File: src/rtl/decode_cycle.sv
// rtl/decode_cycle.sv - RV32I decode stage: control decode, immediate extend, register file, D->E pipeline register.
module decode_cycle (
  input  logic        clk,
  input  logic        rst_n,
  input  logic [31:0] instrD,
  input  logic [31:0] pcD,
  input  logic [31:0] pcincr4D,
  input  logic        regwriteW,
  input  logic [4:0]  rdW,
  input  logic [31:0] resultW,
  input  logic        flushE,
  output logic        regwriteE,
  output logic        memwriteE,
  output logic        jumpE,
  output logic        branchE,
  output logic        alusrcE,
  output logic [1:0]  resultsrcE,
  output logic [2:0]  alucontrolE,
  output logic [31:0] rd1E,
  output logic [31:0] rd2E,
  output logic [31:0] immextE,
  output logic [31:0] pcE,
  output logic [31:0] pcincr4E,
  output logic [4:0]  rs1E,
  output logic [4:0]  rs2E,
  output logic [4:0]  rdE
);

  typedef struct packed {
    logic        regwrite;
    logic        memwrite;
    logic        jump;
    logic        branch;
    logic        alusrc;
    logic [1:0]  resultsrc;
    logic [2:0]  alucontrol;
    logic [31:0] rd1;
    logic [31:0] rd2;
    logic [31:0] immext;
    logic [31:0] pc;
    logic [31:0] pcincr4;
    logic [4:0]  rs1;
    logic [4:0]  rs2;
    logic [4:0]  rd;
  } e_reg_t;

  logic [6:0]  op;
  logic [2:0]  funct3;
  logic [4:0]  rs1, rs2, rd;

  assign op     = instrD[6:0];
  assign funct3 = instrD[14:12];
  assign rs1    = instrD[19:15];
  assign rs2    = instrD[24:20];
  assign rd     = instrD[11:7];

  logic        regwrite, memwrite, jump, branch, alusrc;
  logic [1:0]  immsrc, resultsrc, aluop;
  logic [2:0]  alucontrol;

  always_comb begin
    regwrite  = 1'b0;
    immsrc    = 2'b00;
    alusrc    = 1'b0;
    memwrite  = 1'b0;
    resultsrc = 2'b00;
    branch    = 1'b0;
    aluop     = 2'b00;
    jump      = 1'b0;
    case (op)
      7'b0000011: begin
        regwrite  = 1'b1;
        alusrc    = 1'b1;
        resultsrc = 2'b01;
      end
      7'b0100011: begin
        immsrc   = 2'b01;
        alusrc   = 1'b1;
        memwrite = 1'b1;
      end
      7'b0110011: begin
        regwrite = 1'b1;
        aluop    = 2'b10;
      end
      7'b0010011: begin
        regwrite = 1'b1;
        alusrc   = 1'b1;
        aluop    = 2'b10;
      end
      7'b1100011: begin
        immsrc = 2'b10;
        branch = 1'b1;
        aluop  = 2'b01;
      end
      7'b1101111: begin
        regwrite  = 1'b1;
        immsrc    = 2'b11;
        resultsrc = 2'b10;
        jump      = 1'b1;
      end
      default: ;
    endcase
  end

  // I-type shifts/adds never subtract: only R-type (op[5]=1) honours funct7[5].
  always_comb begin
    alucontrol = 3'b000;
    case (aluop)
      2'b00: alucontrol = 3'b000;
      2'b01: alucontrol = 3'b001;
      2'b10: begin
        case (funct3)
          3'b000:  alucontrol = (op[5] & instrD[30]) ? 3'b001 : 3'b000;
          3'b010:  alucontrol = 3'b101;
          3'b110:  alucontrol = 3'b011;
          3'b111:  alucontrol = 3'b010;
          default: alucontrol = 3'b000;
        endcase
      end
      default: alucontrol = 3'b000;
    endcase
  end

  logic [31:0] immext;

  always_comb begin
    immext = '0;
    case (immsrc)
      2'b00: immext = {{20{instrD[31]}}, instrD[31:20]};
      2'b01: immext = {{20{instrD[31]}}, instrD[31:25], instrD[11:7]};
      2'b10: immext = {{20{instrD[31]}}, instrD[7], instrD[30:25], instrD[11:8], 1'b0};
      2'b11: immext = {{12{instrD[31]}}, instrD[19:12], instrD[20], instrD[30:21], 1'b0};
      default: immext = '0;
    endcase
  end

  logic [31:0] regs_q [32];
  logic [31:0] regs_d [32];
  logic        wr_en;

  assign wr_en = regwriteW && (rdW != 5'd0);

  always_comb begin
    for (int i = 0; i < 32; i++) begin
      regs_d[i] = regs_q[i];
    end
    if (wr_en) begin
      regs_d[rdW] = resultW;
    end
    regs_d[0] = '0;
  end

  always_ff @(posedge clk or negedge rst_n) begin
    if (!rst_n) begin
      for (int i = 0; i < 32; i++) begin
        regs_q[i] <= '0;
      end
    end else begin
      for (int i = 0; i < 32; i++) begin
        regs_q[i] <= regs_d[i];
      end
    end
  end

  // Write-through: a same-cycle writeback to the read address wins over the stored value.
  logic [31:0] rd1, rd2;

  always_comb begin
    if (rs1 == 5'd0)                rd1 = '0;
    else if (wr_en && rdW == rs1)   rd1 = resultW;
    else                            rd1 = regs_q[rs1];
    if (rs2 == 5'd0)                rd2 = '0;
    else if (wr_en && rdW == rs2)   rd2 = resultW;
    else                            rd2 = regs_q[rs2];
  end

  e_reg_t e_d, e_q;

  always_comb begin
    e_d = '0;
    if (!flushE) begin
      e_d.regwrite   = regwrite;
      e_d.memwrite   = memwrite;
      e_d.jump       = jump;
      e_d.branch     = branch;
      e_d.alusrc     = alusrc;
      e_d.resultsrc  = resultsrc;
      e_d.alucontrol = alucontrol;
      e_d.rd1        = rd1;
      e_d.rd2        = rd2;
      e_d.immext     = immext;
      e_d.pc         = pcD;
      e_d.pcincr4    = pcincr4D;
      e_d.rs1        = rs1;
      e_d.rs2        = rs2;
      e_d.rd         = rd;
    end
  end

  always_ff @(posedge clk or negedge rst_n) begin
    if (!rst_n) begin
      e_q <= '0;
    end else begin
      e_q <= e_d;
    end
  end

  assign regwriteE   = e_q.regwrite;
  assign memwriteE   = e_q.memwrite;
  assign jumpE       = e_q.jump;
  assign branchE     = e_q.branch;
  assign alusrcE     = e_q.alusrc;
  assign resultsrcE  = e_q.resultsrc;
  assign alucontrolE = e_q.alucontrol;
  assign rd1E        = e_q.rd1;
  assign rd2E        = e_q.rd2;
  assign immextE     = e_q.immext;
  assign pcE         = e_q.pc;
  assign pcincr4E    = e_q.pcincr4;
  assign rs1E        = e_q.rs1;
  assign rs2E        = e_q.rs2;
  assign rdE         = e_q.rd;

endmodule

File: config.mk
export PLATFORM = sky130hd
export DESIGN_NAME = decode_cycle
export DESIGN_NICKNAME = d
export VERILOG_FILES = /design/src/rtl/decode_cycle.sv
export SDC_FILE = /design/constraint.sdc
export NUM_CORES = 2
export LEC_CHECK = 0
export CORE_MARGIN = 5
export CORE_UTILIZATION = 55
export CTS_CLUSTER_DIAMETER = 200
export DETAILED_ROUTE_END_ITERATION = 8
export PLACE_DENSITY = 0.76
export REMOVE_ABC_BUFFERS = 1
export SLEW_MARGIN = 20
export SYNTH_ARGS = -nofsm -noshare
export SYNTH_HDL_FRONTEND = slang
export SYNTH_SLANG_ARGS = --single-unit
File: constraint.sdc
create_clock -name clk -period 1.6 [get_ports clk]
set_input_delay 0.4 -clock clk [delete_from_list [all_inputs] [get_ports clk]]
set_output_delay 0.4 -clock clk [all_outputs]
set_load 0.05 [all_outputs]
==> flow_summary_export.csv <==
group,metric,value,unit
global_routing,grt-ovfl-total,0,
critical_path,cp.depth,2,
die,dieArea,0.114,sq mm
global_routing,antenna_found_initial,4,
logic_synthesis,synth_top_area_share,49.3,%
logic_synthesis,yosysSeqAreaShare,49.3,%
sta,setup_viol,248,
clock_network,clk_latency,0.72,ns
drt,num_vias,44002,
drt,via_per_inst,6.90,
critical_path,crit_buf_inv,2,
critical_path,cpMaxStageDelayCell,"dfrtp_1",
power,power.density,1150,mW/mm^2
die,fp.coreArea,0.107,sq mm
critical_path,slowest_delay,0.40,ns
critical_path,critPathArrivalTime,1.45,ns
logic_synthesis,netlist_instances,4122,
sta,finClkSkew,0.0279,ns
logic_synthesis,synthTopCellsByArea,"dfrtp_1 (49%), mux2_2 (21%), mux4_2 (14%)",
cells_and_area,layout.cells.non_filler,6373,
clock_network,htreeDepth,3,
critical_path,crit_path_cell_trace,"buf_12 > buf_12",
logic_synthesis,synth_seq_cells,1165,
status,status,"finished, violations left",
die,die_w,338,microns
sta,hold_viol_final,0,
critical_path,cp_common_cell,"buf_12",
sta,rsz0062_at_grt,"yes",
drt,drtIter0Drc,5589,
die,die_height,338,microns
min_path,hold_path_class,"input pin to async pin",
drt,ant_nets,0,
logic_synthesis,ys_types,59,
sta,tightest_slew,0.838,ns
critical_path,ff2ff_setup_slack,-0.15,ns
logic_synthesis,netlist_area,0.0592,sq mm
logic_synthesis,yosys.area.top_type,"dfrtp_1",
place,io_buffer_count,321,
power,ir_worst_vdd,0.00104,V
critical_path,crit_path_end_kind,"output port",
critical_path,crit_family,"flip-flops",
global_routing,grt_pass1_vias,45636,
cells_and_area,syn2layout_area_growth,31.5,%
global_routing,grt_use_total,35.9,%
sta,relSlewSlack,44.0,%
clock_network,cts_tree,"done",
sta,final.setup.worst_slack,-0.255,ns
die,initial_core_util,55.3,%
die,io-pin-count,322,
logic_synthesis,ys.flop_type,"dfrtp_1",
drt,drt_first_pass_iters,7,
place,placed_cells,6089,
critical_path,worstPathMaxFanout,12,
drt,post-route-drc-count,0,
critical_path,r2r_start,"regs_q[222]",
die,rows,120,
global_routing,grt_max_degree,77,
cells_and_area,drive_gt1_share,57.0,%
flow_run,maxCapViolCount,0,
critical_path,start_kind,"register",
logic_synthesis,yosys_warnings,0,
place,place_hpwl,137000,microns
logic_synthesis,synth_area_per_cell,14.4,sq um
clock_network,clock_sinks,1165,
power,leakage,34.3,nW
sta,final_max_slew_viol_count,0,
clock_network,clock-root-buffer,"clkbuf_16",
sta,fin_crit,1.85,ns
critical_path,reg2reg_depth,5,
clock_network,clock_path_buffers,3,
cells_and_area,final_nets,5006,
drt,post_drt_wl_per_cell,32.7,microns
critical_path,startpoint,"immextE[30]",
logic_synthesis,yosysMostFrequentCell,"dfrtp_1",
logic_synthesis,synth_edf_count,0,
critical_path,cp.required,1.20,ns
logic_synthesis,synth-async-reset-ratio,100,%
sta,period_share,116,%
place,routabilityCongestion,0.932,
drt,wl,209000,microns
critical_path,path_class,"register to output port",
sta,whs,0.131,ns
status,violations,"setup timing",
sta,fmax,539,MHz
global_routing,grt_pass1_wl,303000,microns
logic_synthesis,ys_top_cells_by_count,"dfrtp_1 (1165), mux2_2 (1092), mux4_2 (377), clkbuf_1 (215), mux2i_1 (173)",
clock_network,cts_buffers,120,
clock_network,clkSlewWorstSetupHoldPaths,0.06,ns
[per-stage QoR]
step           area [sq um]  total power [mW]  utilization, %  setup WS [ns]  setup TNS, ns
2_1_floorplan         57200              49.4               -          -2.66        -757.74
3_3_place_gp          72000              58.1            67.4          -1.15        -915.74
3_5_place_dp          72000              59.1            67.4          -1.15        -924.96
4_1_cts               77100              88.4            72.1         -0.303         -26.43
5_1_grt               77800              92.3            72.7         -0.298         -28.26
6_report              77800              89.3            72.7         -0.255         -21.70
[cells by family after synthesis]
kind of cell | share of synthesized area (%)
and+or+nand+nor | 3.83
DFF | 49.3
xor gates and xnor gates | 0.148
adders and majority gates | 0.0423
AOI/OAI and AO/OA | 5.27
buffers and inverters | 3.36
muxes | 38.1
[registers in the layout, indices dropped and copies added, names as in the netlist]
register	count
regwriteE	1
resultsrcE	1
jumpE	1
rs1E	5
pcE	32
memwriteE	1
immextE	21
regs_q	992
rd1E	32
rdE	5
rd2E	32
pcincr4E	32
branchE	1
alusrcE	1
alucontrolE	3
rs2E	5
[final cells by class]
class	count	area (sq um)
Sequential cell	1165	29200
Fill cell	6521	29100
Multi-Input combinational cell	2516	29100
Timing Repair Buffer	1054	13600
Clock buffer	176	3560
Tap cell	1403	1760
Clock inverter	43	467
Inverter	10	40.0
Antenna cell	6	15.0
[metal layers]
metal | GRT usage [%] | wire (microns)
met1 | 46.2 | 75200
met2 | 55.1 | 94300
met3 | 11.7 | 25300
met4 | 18.6 | 13800
met5 | 0 | 16
[report_power, final]
part	switching [mW]	total (mW)	internal, mW	leakage [nW]
clock	12.2	28.8	16.6	1.99
combinational	9.03	21.5	12.5	17.4
sequential	4.23	38.9	34.7	14.9
total	25.4	89.3	63.8	34.3
[layout by cell type (no fill, tap or decap), types with 11 or more instances in the layout]
cell type        count
clkbuf_8            33
a221oi_2            11
mux2_2            1092
a22oi_1             22
nor2_4              17
mux4_2             377
nand2_1             50
a21oi_1             49
mux2i_1            158
a211oi_2            38
buf_12             411
nor2_1              83
clkbuf_16          125
a211oi_1            22
nor3_1              32
a22o_1              16
o221ai_1            17
dfrtp_1           1137
o22ai_1             66
nor2b_1             97
dfrtp_2             28
clkbuf_1            22
nor4_1              22
a211o_1             32
a221oi_1            45
nand2_2             19
buf_4              482
buf_6               22
clkinv_2            23
nand3_1             17
clkdlybuf4s50_1    118
o22ai_2             12
nand3b_1            19
and2_4              12
o21ai_0             23
[repair_timing]
action                                 in CTS  in global routing
hold buffers                                1                  0
pin swaps                                  73                 57
buffers inserted                           28                 31
resized for setup                         170                 98
gates cloned                                6                  4
endpoints found under the hold margin     423                  0
setup endpoints to repair                1154                292
[worst paths after layout]
kind / to
min: rs1E[4]
max: immextE[27]
max in group asynchronous: regs_q[88]
min in group clk: immextE[18]
min reg2reg: regs_q[784]
max reg2reg: rd2E[30]
No activity file was read; power rests on OpenSTA's default activity.
